--- src/rtl/pipe_cla_adder.sv ---
// Pipelined carry-lookahead adder/subtractor with valid/ready flow control.
// Carries come from 4-bit lookahead groups combined by a two-level lookahead tree.
module pipe_cla_adder #(
    parameter int WIDTH  = 16,
    parameter int STAGES = 2
) (
    input  logic             clk,
    input  logic             rst,
    input  logic             in_valid,
    output logic             in_ready,
    input  logic [WIDTH-1:0] a,
    input  logic [WIDTH-1:0] b,
    input  logic             cin,
    input  logic             sub,
    output logic             out_valid,
    input  logic             out_ready,
    output logic [WIDTH-1:0] sum,
    output logic             cout,
    output logic             prop,
    output logic             gene,
    output logic             ovf
);

    localparam int NG = WIDTH / 4;        // 4-bit groups
    localparam int NS = (NG + 3) / 4;     // super-groups of four groups
    localparam int RW = WIDTH + 4;        // {ovf, gene, prop, cout, sum}
    localparam int NR = (STAGES == 1) ? 1 : STAGES - 1;

    // {group propagate, group generate} of a 4-wide slice.
    function automatic logic [1:0] grp_pg(input logic [3:0] p, input logic [3:0] g);
        logic gg;
        gg = g[3] | (p[3] & g[2]) | (p[3] & p[2] & g[1]) | (p[3] & p[2] & p[1] & g[0]);
        return {&p, gg};
    endfunction

    // Lookahead carry into position idx of a 4-wide slice, all terms in parallel.
    function automatic logic carry_into(input logic [2:0] p, input logic [2:0] g,
                                        input logic ci, input logic [1:0] idx);
        logic [3:0] c;
        c[0] = ci;
        c[1] = g[0] | (p[0] & ci);
        c[2] = g[1] | (p[1] & g[0]) | (p[1] & p[0] & ci);
        c[3] = g[2] | (p[2] & g[1]) | (p[2] & p[1] & g[0]) | (p[2] & p[1] & p[0] & ci);
        return c[idx];
    endfunction

    // Handshake: a beat moves on an edge with in_valid && in_ready; a result
    // leaves on an edge with out_valid && out_ready. The whole pipe advances
    // together when the output slot is empty or being drained, otherwise every
    // stage (bubbles included) holds.
    logic w_advance;
    assign w_advance = !out_valid || out_ready;
    assign in_ready  = w_advance;

    logic [WIDTH-1:0] w_bb;
    logic [WIDTH-1:0] w_p;
    logic [WIDTH-1:0] w_g;
    logic             w_c0;

    assign w_bb = sub ? ~b : b;
    assign w_c0 = sub | cin;
    assign w_p  = a ^ w_bb;
    assign w_g  = a & w_bb;

    logic [WIDTH-1:0] w_bp;
    logic [WIDTH-1:0] w_bg;
    logic             w_bc0;
    logic             w_bvld;

    generate
        if (STAGES == 1) begin : g_direct
            assign w_bp   = w_p;
            assign w_bg   = w_g;
            assign w_bc0  = w_c0;
            assign w_bvld = in_valid;
        end else begin : g_split
            logic [WIDTH-1:0] r_p;
            logic [WIDTH-1:0] r_g;
            logic             r_c0;
            logic             r_vld;

            always_ff @(posedge clk) begin
                if (rst) begin
                    r_p   <= '0;
                    r_g   <= '0;
                    r_c0  <= 1'b0;
                    r_vld <= 1'b0;
                end else if (w_advance) begin
                    r_p   <= w_p;
                    r_g   <= w_g;
                    r_c0  <= w_c0;
                    r_vld <= in_valid;
                end
            end

            assign w_bp   = r_p;
            assign w_bg   = r_g;
            assign w_bc0  = r_c0;
            assign w_bvld = r_vld;
        end
    endgenerate

    // Unused groups/super-groups are padded as pure propagate so they pass carries untouched.
    logic [15:0] w_gp16;
    logic [15:0] w_gg16;
    always_comb begin
        w_gp16 = '1;
        w_gg16 = '0;
        for (int k = 0; k < NG; k++) begin
            {w_gp16[k], w_gg16[k]} = grp_pg(w_bp[4*k +: 4], w_bg[4*k +: 4]);
        end
    end

    logic [3:0] w_sp;
    logic [3:0] w_sg;
    always_comb begin
        w_sp = '0;
        w_sg = '0;
        for (int s = 0; s < 4; s++) begin
            {w_sp[s], w_sg[s]} = grp_pg(w_gp16[4*s +: 4], w_gg16[4*s +: 4]);
        end
    end

    logic w_top_p;
    logic w_top_g;
    logic w_cout;
    assign {w_top_p, w_top_g} = grp_pg(w_sp, w_sg);
    assign w_cout = w_top_g | (w_top_p & w_bc0);

    logic [NS-1:0] w_cs;
    always_comb begin
        w_cs = '0;
        for (int s = 0; s < NS; s++) begin
            w_cs[s] = carry_into(w_sp[2:0], w_sg[2:0], w_bc0, 2'(s));
        end
    end

    logic [NG-1:0] w_cg;
    always_comb begin
        w_cg = '0;
        for (int k = 0; k < NG; k++) begin
            w_cg[k] = carry_into(w_gp16[4*(k/4) +: 3], w_gg16[4*(k/4) +: 3],
                                 w_cs[k/4], 2'(k % 4));
        end
    end

    logic [WIDTH-1:0] w_carry;
    always_comb begin
        w_carry = '0;
        for (int k = 0; k < NG; k++) begin
            for (int j = 0; j < 4; j++) begin
                w_carry[4*k+j] = carry_into(w_bp[4*k +: 3], w_bg[4*k +: 3], w_cg[k], 2'(j));
            end
        end
    end

    logic [WIDTH-1:0] w_sum;
    logic             w_ovf;
    logic [RW-1:0]    w_res;
    assign w_sum = w_bp ^ w_carry;
    // Operand MSBs agree exactly when p[MSB]=0, and then a[MSB] equals g[MSB].
    assign w_ovf = ~w_bp[WIDTH-1] & (w_sum[WIDTH-1] ^ w_bg[WIDTH-1]);
    assign w_res = {w_ovf, w_top_g, w_top_p, w_cout, w_sum};

    logic [NR-1:0][RW-1:0] r_res;
    logic [NR-1:0]         r_rvld;

    always_ff @(posedge clk) begin
        if (rst) begin
            r_res  <= '0;
            r_rvld <= '0;
        end else if (w_advance) begin
            r_res[0]  <= w_res;
            r_rvld[0] <= w_bvld;
            for (int i = 1; i < NR; i++) begin
                r_res[i]  <= r_res[i-1];
                r_rvld[i] <= r_rvld[i-1];
            end
        end
    end

    assign {ovf, gene, prop, cout, sum} = r_res[NR-1];
    assign out_valid = r_rvld[NR-1];

endmodule

--- config.mk ---
export PLATFORM = sky130hd
export DESIGN_NAME = pipe_cla_adder
export DESIGN_NICKNAME = d
export VERILOG_FILES = /design/src/rtl/pipe_cla_adder.sv
export SDC_FILE = /design/constraint.sdc
export NUM_CORES = 1
export LEC_CHECK = 0
export CAP_MARGIN = 20
export CELL_PAD_IN_SITES_DETAIL_PLACEMENT = 1
export CELL_PAD_IN_SITES_GLOBAL_PLACEMENT = 1
export CORE_ASPECT_RATIO = 0.75
export CORE_MARGIN = 2
export CORE_UTILIZATION = 41
export CTS_BUF_LIST = sky130_fd_sc_hd__clkbuf_4 sky130_fd_sc_hd__clkbuf_8
export DETAILED_ROUTE_END_ITERATION = 10
export HOLD_SLACK_MARGIN = 0.05
export PLACE_DENSITY_LB_ADDON = 0.3
export SLEW_MARGIN = 5
export SYNTH_ARGS = -nofsm -noshare
export SYNTH_HDL_FRONTEND = slang
export SYNTH_SLANG_ARGS = --single-unit
--- constraint.sdc ---
create_clock -name clk -period 3.7 [get_ports clk]
set_clock_uncertainty 0.05 [all_clocks]
set_input_delay 0.37 -clock clk [delete_from_list [all_inputs] [get_ports clk]]
set_output_delay 0.37 -clock clk [all_outputs]
set_load 0.02 [all_outputs]
==> results_dict.tcl, run 1 <==
set metrics [dict create \
    status "completed" \
    hold_slack_ns 0.410 \
    grt_pass1_vias 2430 \
    power.density_nw_per_um2 391 \
    antenna_cells 0 \
    routedWlPerCell_um 15.4 \
    relSlewSlack 0.299 \
    finalHoldViolCount 0 \
    io_pins 60 \
    vias_per_cell 5.37 \
    syn_area_um2 2760 \
    clockRootBuffer "clkbuf_8" \
    cts_tree "done" \
    layout-drive-gt1-share 0.0514 \
    ys_seq_elements 55 \
    drt_iter0_drc 64 \
    grt_pass1_wl_um 11800 \
    slew_violations 0 \
    fmax_mhz 444 \
    path_clk_slew_ns 0.10 \
    nets 446 \
    cts_hold_buf 0 \
    worstPathMaxFanout 6 \
    grt_overflow_total 0 \
    core_um2 6410 \
    cts_inserted_buffers 5 \
    cap_violations 0 \
    die_w_um 98.7 \
    drtAntennaViolNets 0 \
    critPathTopFamily "compound AO/OA/AOI/OAI gates" \
    worstMarginPinSlew_ns 1.05 \
    slowest_delay_ns 0.39 \
    dpl.hpwl_um 5010 \
    ys_types 37 \
    cts_resized 0 \
    dieArea_um2 7410 \
    hp-class "reg -> reg" \
    start_util 0.430 \
    critPathSlowestCell "dfxtp_1" \
    first_pass_iters 4 \
    fin_crit_sh 0.608 \
    port_buffers 59 \
    cp_cell_sequence "a21oi_1, o221ai_2, a211o_4, nand3_1, nand2_1, ha_1, or3_1, nand3_1, a21oi_1" \
    setup_violations 0 \
    start_kind "flop" \
    fin_cells 470 \
    syn_nets 398 \
    syn_inst 340 \
    yosysWarnings 0 \
    crit_arrival_ns 2.37 \
    vias 2526 \
    grt_use_total 0.196 \
    grt_max_degree 68 \
    syn_area_per_cell_um2 8.11 \
    routabilityCongestion 0.762 \
    ir_drop_mv 0.197 \
    ctsLongestPathBuffers 2 \
    rsz0062_at_grt "false" \
    synth_seq_area_share 0.399 \
    antenna_found_initial 0 \
    clkSinkCount 55 \
    htree_levels 2 \
    clock_latency_ns 0.31 \
    die_h_um 75.0 \
    endpoint_kind "flop" \
    fin_setup_tns_ns 0 \
    postCtsSetupRepairBufs 0 \
    critPathBufInv 0 \
    wl_um 7260 \
    fin_crit_ns 2.25 \
    drc 0 \
    leakagePower_nw 1.43 \
    place_inst 461 \
    row_count 25 \
    power.total_mw 1.37 \
    area_delta_synth_final_pct 27.3 \
    required_ns 3.82 \
    path_class "reg -> reg" \
]
-- synthesized netlist by cell type --
library cell  count  area (um2)
a211oi_2          1        12.5
o31a_1            1        8.76
nand3b_1          6        45.0
or3_1             5        31.3
nor4_1            1        6.26
a211oi_1          5        37.5
nor4b_1           1        8.76
xor2_1           17         149
a31oi_1           2        12.5
buf_2             2        10.0
nand2_1          89         334
o21ai_0           7        35.0
a21oi_1          50         250
and3_1            1        6.26
a21o_1            6        45.0
o21a_1            1        7.51
a211o_4           1        17.5
nand2b_1          1        6.26
ha_1             20         250
nand3_1          12        60.1
and4_1            1        8.76
or4_1             6        45.0
dfxtp_1          55        1100
inv_1             2        7.51
o21bai_1          1        7.51
o211ai_1          1        7.51
nand4b_1          5        43.8
nand4_2           1        12.5
clkbuf_1         19        71.3
nor3_1            2        10.0
nor2_1           11        41.3
nor2b_1           1        6.26
xnor2_1           2        17.5
o221ai_2          1        15.0
a221oi_2          1        15.0
o221a_2           1        11.3
inv_2             1        3.75
-- area by class of cell --
type	count	area (um2)
inverters	3	11.3
well taps	81	101
flip-flops and latches	55	1100
clock buffers	7	96.3
multi-input cells	261	1570
repair buffers	62	621
fillers	778	2900
clock inverters	1	7.51
-- sequential cells by signal (all words and copies together) (netlist names) --
signal / cells
g_split.r_g: 16
g_split.r_p: 16
r_res: 20
g_split.r_c0: 1
out_valid: 1
g_split.r_vld: 1
-- placed cells by master, fill, tap and decap left out, drive strengths merged, types with 7 or more instances in the layout --
cell	instances
xor2	17
nand3	12
a21oi	50
dfxtp	55
nand2	89
ha	20
nor2	11
o21ai	7
clkdlybuf4s50	58
clkbuf	7
-- report_power, final --
part | total (mW) | switching, mW | internal (mW) | leakage, nW
clock network | 0.369 | 0.198 | 0.171 | 0.0505
logic | 0.306 | 0.153 | 0.152 | 0.926
registers | 0.697 | 0.0518 | 0.645 | 0.454
total | 1.37 | 0.403 | 0.968 | 1.43
-- per-stage QoR --
stage,worst slack (ns),cell area [um2],utilization
2_1_floorplan,1.75,2760,-
3_3_place_gp,1.32,3390,0.528
3_5_place_dp,1.23,3390,0.528
4_1_cts,1.41,3490,0.544
5_1_grt,1.27,3510,0.548
6_report,1.45,3510,0.548
-- metal layers --
metal / GRT usage / share of wire
met5: 0 / 0
met2: 0.314 / 0.44
met3: 0.0334 / 0.042
met4: 0.0365 / 0.0094
met1: 0.285 / 0.51
-- path summary, 6_finish.rpt --
| kind | startpoint | to | slack [ns] | depth (start not counted) |
|---|---|---|---|---|
| hold reg to reg | r_res[3] | r_res[3] | 0.41 | 2 |
| hold / removal | r_res[3] | r_res[3] | 0.41 | 2 |
| setup reg to reg | g_split.r_p[1] | r_res[13] | 1.45 | 9 |
| setup / recovery | g_split.r_p[1] | r_res[13] | 1.45 | 9 |
-- tightest hold or removal path: cells and delay by family (launching register included) --
family / cells / cell delay [ns]
AOI/OAI and AO/OA: 1 / 0.05
DFF: 1 / 0.32
and+or+nand+nor: 1 / 0.05
-- logic make-up after synthesis --
group / Yosys count / share of synthesized area
simple gates: 143 / 0.241
xor+xnor: 19 / 0.0603
buf+inv: 24 / 0.0336
compound gates: 79 / 0.175
flops: 55 / 0.399
fa+ha+maj: 20 / 0.0907
Note: power is estimated with default switching activity, not from simulation.
==> run 2: changes to the inputs <==
--- a/config.mk
+++ b/config.mk
@@ -10,7 +10,7 @@
 export CELL_PAD_IN_SITES_GLOBAL_PLACEMENT = 1
 export CORE_ASPECT_RATIO = 0.75
 export CORE_MARGIN = 2
-export CORE_UTILIZATION = 41
+export CORE_UTILIZATION = 38
 export CTS_BUF_LIST = sky130_fd_sc_hd__clkbuf_4 sky130_fd_sc_hd__clkbuf_8
 export DETAILED_ROUTE_END_ITERATION = 10
 export HOLD_SLACK_MARGIN = 0.05
==> constraint.sdc (replaced) <==
create_clock -name clk -period 2.3 [get_ports clk]
set_clock_uncertainty 0.05 [all_clocks]
set_input_delay 0.23 -clock clk [delete_from_list [all_inputs] [get_ports clk]]
set_output_delay 0.23 -clock clk [all_outputs]
set_load 0.02 [all_outputs]
==> run 2 against run 1 <==
Maximum frequency increased by 6.8%. Sequential cell count unchanged. Total power increased by 61%. Via count decreased by 0.40%. Routed wire length decreased by 1.6%. Worst setup slack got worse by 1.3 ns. Sequential share of layout area decreased by 0.54 points. Non-clock buffer count increased by 2. Clock power increased by 60%. Clock-buffer cell count increased by 1. Hold slack got worse by 0.16 ns. Combinational power increased by 63%. Critical endpoint unchanged. Largest power group unchanged.
==> results_dict.tcl, run 2 (synthesis results as in run 1) <==
set metrics [dict create \
    first_pass_iters 4 \
    reg_top3 "r_res: 20 flops, g_split.r_g: 16 flops, g_split.r_p: 16 flops" \
    cts_inserted_buffers 5 \
    fin_crit_sh 0.917 \
    antenna_cells 0 \
    cp_cell_sequence "a21oi_1, o221ai_2, a211o_4, nand3_1, nand2_1, ha_1, or3_1, nand3_1, a21oi_1" \
    layout_commonest_cell "nand2_1" \
    cts_tree "done" \
    postCtsSetupRepairBufs 0 \
    r2r-end "r_res[13]" \
    core_um2 6930 \
    wl_um 7140 \
    final_util 0.516 \
    layout-drive-gt1-share 0.0563 \
    rr_startpoint "g_split.r_p[3]" \
    grt_pass1_vias 2545 \
    grt_max_degree 68 \
    clkSinkCount 55 \
    hold_depth 2 \
    rsz0062_at_grt "false" \
    grt_pass1_wl_um 12200 \
    endpoint_kind "flop" \
    drtAntennaViolNets 0 \
    grt_use_total 0.192 \
    ir_drop_mv 0.263 \
    mostFrequentLayoutCells "nand2_1, clkdlybuf4s50_1, dfxtp_1" \
    top_register "r_res" \
    fill_cells 846 \
    hp-class "in -> reg" \
    grt_overflow_total 0 \
    cts_resized 0 \
    rr_worst_depth 9 \
    holdPathEnd "r_res[2]" \
    cap_violations 0 \
    drc 0 \
    ctsLongestPathBuffers 2 \
    status "completed" \
    fin_setup_tns_ns 0 \
    drt_iter0_drc 91 \
    antenna_found_initial 0 \
    die_w_um 102 \
    fin_crit_ns 2.11 \
    area_delta_synth_final_pct 29.5 \
    slew_violations 0 \
    critPathTopFamily "compound AO/OA/AOI/OAI gates" \
    setup_violations 0 \
    finalHoldViolCount 0 \
    port_buffers 59 \
    htree_levels 2 \
    die_h_um 77.8 \
    start_util 0.398 \
    path_clk_slew_ns 0.09 \
    fmax_mhz 474 \
    routedWlPerCell_um 14.6 \
    dpl.hpwl_um 5140 \
    clock_latency_ns 0.31 \
    worstPathMaxFanout 6 \
    critPathBufInv 0 \
    critPathSlowestCell "a211o_4" \
    clockRootBuffer "clkbuf_8" \
    slowest_delay_ns 0.38 \
    relSlewSlack 0.642 \
    routabilityCongestion 0.780 \
    crit_arrival_ns 2.26 \
    start_kind "flop" \
    vias 2516 \
    cts_hold_buf 0 \
    io_pins 60 \
    r2r_slack_ns 0.19 \
    worstMarginPinSlew_ns 0.532 \
    min_from "rst" \
    path_class "reg -> reg" \
    nets 448 \
    row_count 26 \
    largest_reg_flops 20 \
    leakagePower_nw 1.45 \
    power.density_nw_per_um2 618 \
    required_ns 2.45 \
    vias_per_cell 5.15 \
    dieArea_um2 7960 \
]
-- run 2: area by class of cell --
cell class	instances	area, um2	share of cell area
well taps	98	123	0.0343
repair buffers	64	661	0.185
flip-flops and latches	55	1100	0.308
multi-input cells	261	1570	0.440
inverters	3	11.3	0.00315
clock buffers	8	104	0.0291
-- run 2: worst register-to-register path: stages (launching register included) --
cell,delay [ns]
dfxtp_1,0.37
a21oi_1,0.23
o221ai_2,0.15
a211o_4,0.38
nand3_1,0.09
nand2_1,0.06
ha_1,0.20
or3_1,0.31
nand3_1,0.09
a21oi_1,0.07
-- run 2: through the flow --
stage	instances	hold slack (ns)	power [mW]	area [um2]	setup slack [ns]
2_1_floorplan	340	0.320	1.40	2760	0.353
3_3_place_gp	480	0.388	1.62	3450	0.210
3_5_place_dp	480	0.400	1.64	3450	0.157
4_1_cts	488	0.413	2.23	3550	0.127
5_1_grt	489	0.273	2.34	3570	0.0578
6_report	489	0.246	2.21	3570	0.192
-- run 2: worst max-delay path by stage --
stage                         startpoint         to  slack (ns)  cells after the start
after floorplan           g_split.r_p[1]  r_res[13]        0.35                      9
after global placement    g_split.r_p[1]  r_res[13]        0.21                      9
after detailed placement  g_split.r_p[1]  r_res[13]        0.16                      9
after CTS                 g_split.r_p[1]  r_res[13]        0.13                      9
after global routing      g_split.r_p[3]  r_res[13]        0.06                      9
final                     g_split.r_p[3]  r_res[13]        0.19                      9
-- run 2: power by group --
group	internal [mW]	switching (mW)
clock	0.287	0.303
sequential	1.04	0.0818
combinational	0.251	0.248
-- run 2: metal layers --
| layer | GRT usage | wire, um | vias to the layer above |
|---|---|---|---|
| met3 | 0.0387 | 324 | 10 |
| met2 | 0.297 | 3170 | 55 |
| li1 | - | - | 1279 |
| met5 | 0 | 0 | - |
| met4 | 0.0453 | 86 | 0 |
| met1 | 0.272 | 3560 | 1172 |
==> run 3: changes to the inputs <==
--- a/config.mk
+++ b/config.mk
@@ -6,12 +6,10 @@
 export NUM_CORES = 1
 export LEC_CHECK = 0
 export CAP_MARGIN = 20
-export CELL_PAD_IN_SITES_DETAIL_PLACEMENT = 1
-export CELL_PAD_IN_SITES_GLOBAL_PLACEMENT = 1
 export CORE_ASPECT_RATIO = 0.75
 export CORE_MARGIN = 2
-export CORE_UTILIZATION = 38
-export CTS_BUF_LIST = sky130_fd_sc_hd__clkbuf_4 sky130_fd_sc_hd__clkbuf_8
+export CORE_UTILIZATION = 50
+export CTS_BUF_LIST = sky130_fd_sc_hd__clkbuf_2
 export DETAILED_ROUTE_END_ITERATION = 10
 export HOLD_SLACK_MARGIN = 0.05
 export PLACE_DENSITY_LB_ADDON = 0.3
==> run 3 against run 2 <==
Total power is 11% lower. Maximum frequency is 0.48% lower. Critical path type unchanged. Register-to-register slack hardly changed. Critical endpoint unchanged. Largest power group unchanged.
==> results_dict.tcl, run 3 (synthesis results as in run 1) <==
set metrics [dict create \
    status "completed" \
    dpl.hpwl_um 4370 \
    grt_overflow_total 0 \
    ctsLongestPathBuffers 2 \
    use_met2 0.330 \
    vias 2451 \
    required_ns 2.59 \
    place_ws_ns 0.168 \
    first_pass_iters 4 \
    drtAntennaViolNets 0 \
    vias_per_cell 5.25 \
    met1_usage 0.275 \
    setup_violations 0 \
    fin_ws_ns 0.182 \
    crit_arrival_ns 2.40 \
    area_delta_synth_final_pct 25.5 \
    grt_max_degree 68 \
    worstMarginPinSlew_ns 0.534 \
    top_register "r_res" \
    fin_crit_sh 0.921 \
    path_clk_slew_ns 0.24 \
    cts_tree "done" \
    port_buffers 59 \
    drc 0 \
    layout_commonest_cell "nand2_1" \
    fin_crit_ns 2.12 \
    leakagePower_nw 1.43 \
    grt_use_total 0.202 \
    core_um2 5320 \
    clkSinkCount 55 \
    start_util 0.518 \
    die_h_um 68.3 \
    grt_pass1_wl_um 10100 \
    r2r-end "r_res[13]" \
    reg_top3 "r_res: 20 flops, g_split.r_g: 16 flops, g_split.r_p: 16 flops" \
    cts_resized 0 \
    drt_iter0_drc 201 \
    min_from "rst" \
    clockRootBuffer "clkbuf_2" \
    r2r_slack_ns 0.18 \
    fmax_mhz 472 \
    htree_levels 2 \
    hold_depth 2 \
    rsz0062_at_grt "false" \
    worstPathMaxFanout 6 \
    finalHoldViolCount 0 \
    grt_busiest_layer "met2" \
    relSlewSlack 0.641 \
    slew_violations 0 \
    routedWlPerCell_um 13.2 \
    io_pins 60 \
    clock_latency_ns 0.43 \
    routabilityCongestion 0.876 \
    wl_um 6160 \
    cap_violations 0 \
    rr_worst_depth 9 \
    mostFrequentLayoutCells "nand2_1, clkdlybuf4s50_1, dfxtp_1" \
    cts_inserted_buffers 5 \
    antenna_found_initial 0 \
    dieArea_um2 6130 \
    postCtsSetupRepairBufs 0 \
    layout-drive-gt1-share 0.0587 \
    rr_startpoint "g_split.r_p[1]" \
    place_area_um2 3400 \
    design_area_um2 3460 \
    nets 449 \
    ir_drop_mv 0.283 \
    antenna_cells 0 \
    fin_setup_tns_ns 0 \
    die_w_um 89.8 \
    cts_hold_buf 0 \
    start_kind "flop" \
    largest_reg_flops 20 \
    power.density_nw_per_um2 569 \
    holdPathEnd "out_valid" \
    hp-class "in -> reg" \
    crit_start "g_split.r_p[1]" \
    path_class "reg -> reg" \
    grt_pass1_vias 2150 \
    row_count 23 \
    endpoint_kind "flop" \
    use_met3 0.0474 \
]
## run 3: worst max path at each step
| stage | to | slack [ns] | cells after the start |
|---|---|---|---|
| 6_report | r_res[13] | 0.18 | 9 |
| 5_1_grt | r_res[13] | 0.02 | 9 |
| 4_1_cts | r_res[13] | 0.14 | 9 |
| 3_3_place_gp | r_res[13] | 0.22 | 9 |
| 2_1_floorplan | r_res[13] | 0.35 | 9 |
| 3_5_place_dp | r_res[13] | 0.17 | 9 |
## run 3: worst max-delay path, cell delays in order (launching register included)
cell and delay [ns]:
dfxtp_1 0.41, a21oi_1 0.25, o221ai_2 0.15, a211o_4 0.39
nand3_1 0.09, nand2_1 0.05, ha_1 0.19, or3_1 0.30
nand3_1 0.09, a21oi_1 0.07
## run 3: power breakdown
part           switching (mW)  internal, mW
Clock                   0.285        0.0829
Sequential             0.0776          1.04
Combinational           0.237         0.247
Total                   0.600          1.37
## run 3: metal layers
metal  wire length (um)  share of wire
met5                  0              0
met4                 31         0.0050
met2               2730           0.44
met3                308          0.050
met1               3090           0.50
## run 3: through the flow
| step | utilization | instances | hold WS, ns | power (mW) |
|---|---|---|---|---|
| after detailed placement | 0.639 | 458 | 0.394 | 1.62 |
| after CTS | 0.647 | 466 | 0.256 | 1.98 |
| final | 0.650 | 467 | 0.104 | 1.97 |
| after global routing | 0.650 | 467 | 0.0967 | 2.08 |
| after global placement | 0.639 | 458 | 0.388 | 1.60 |
| after floorplan | - | 340 | 0.320 | 1.40 |
## run 3: final cells by class
type | instances | area (um2)
timing repair buffer | 65 | 643
inverter | 3 | 11.3
clock buffer | 7 | 35.0
sequential | 55 | 1100
tap | 75 | 93.8
fill | 441 | 1860
clock inverter | 1 | 5.00
multi-input combinational | 261 | 1570
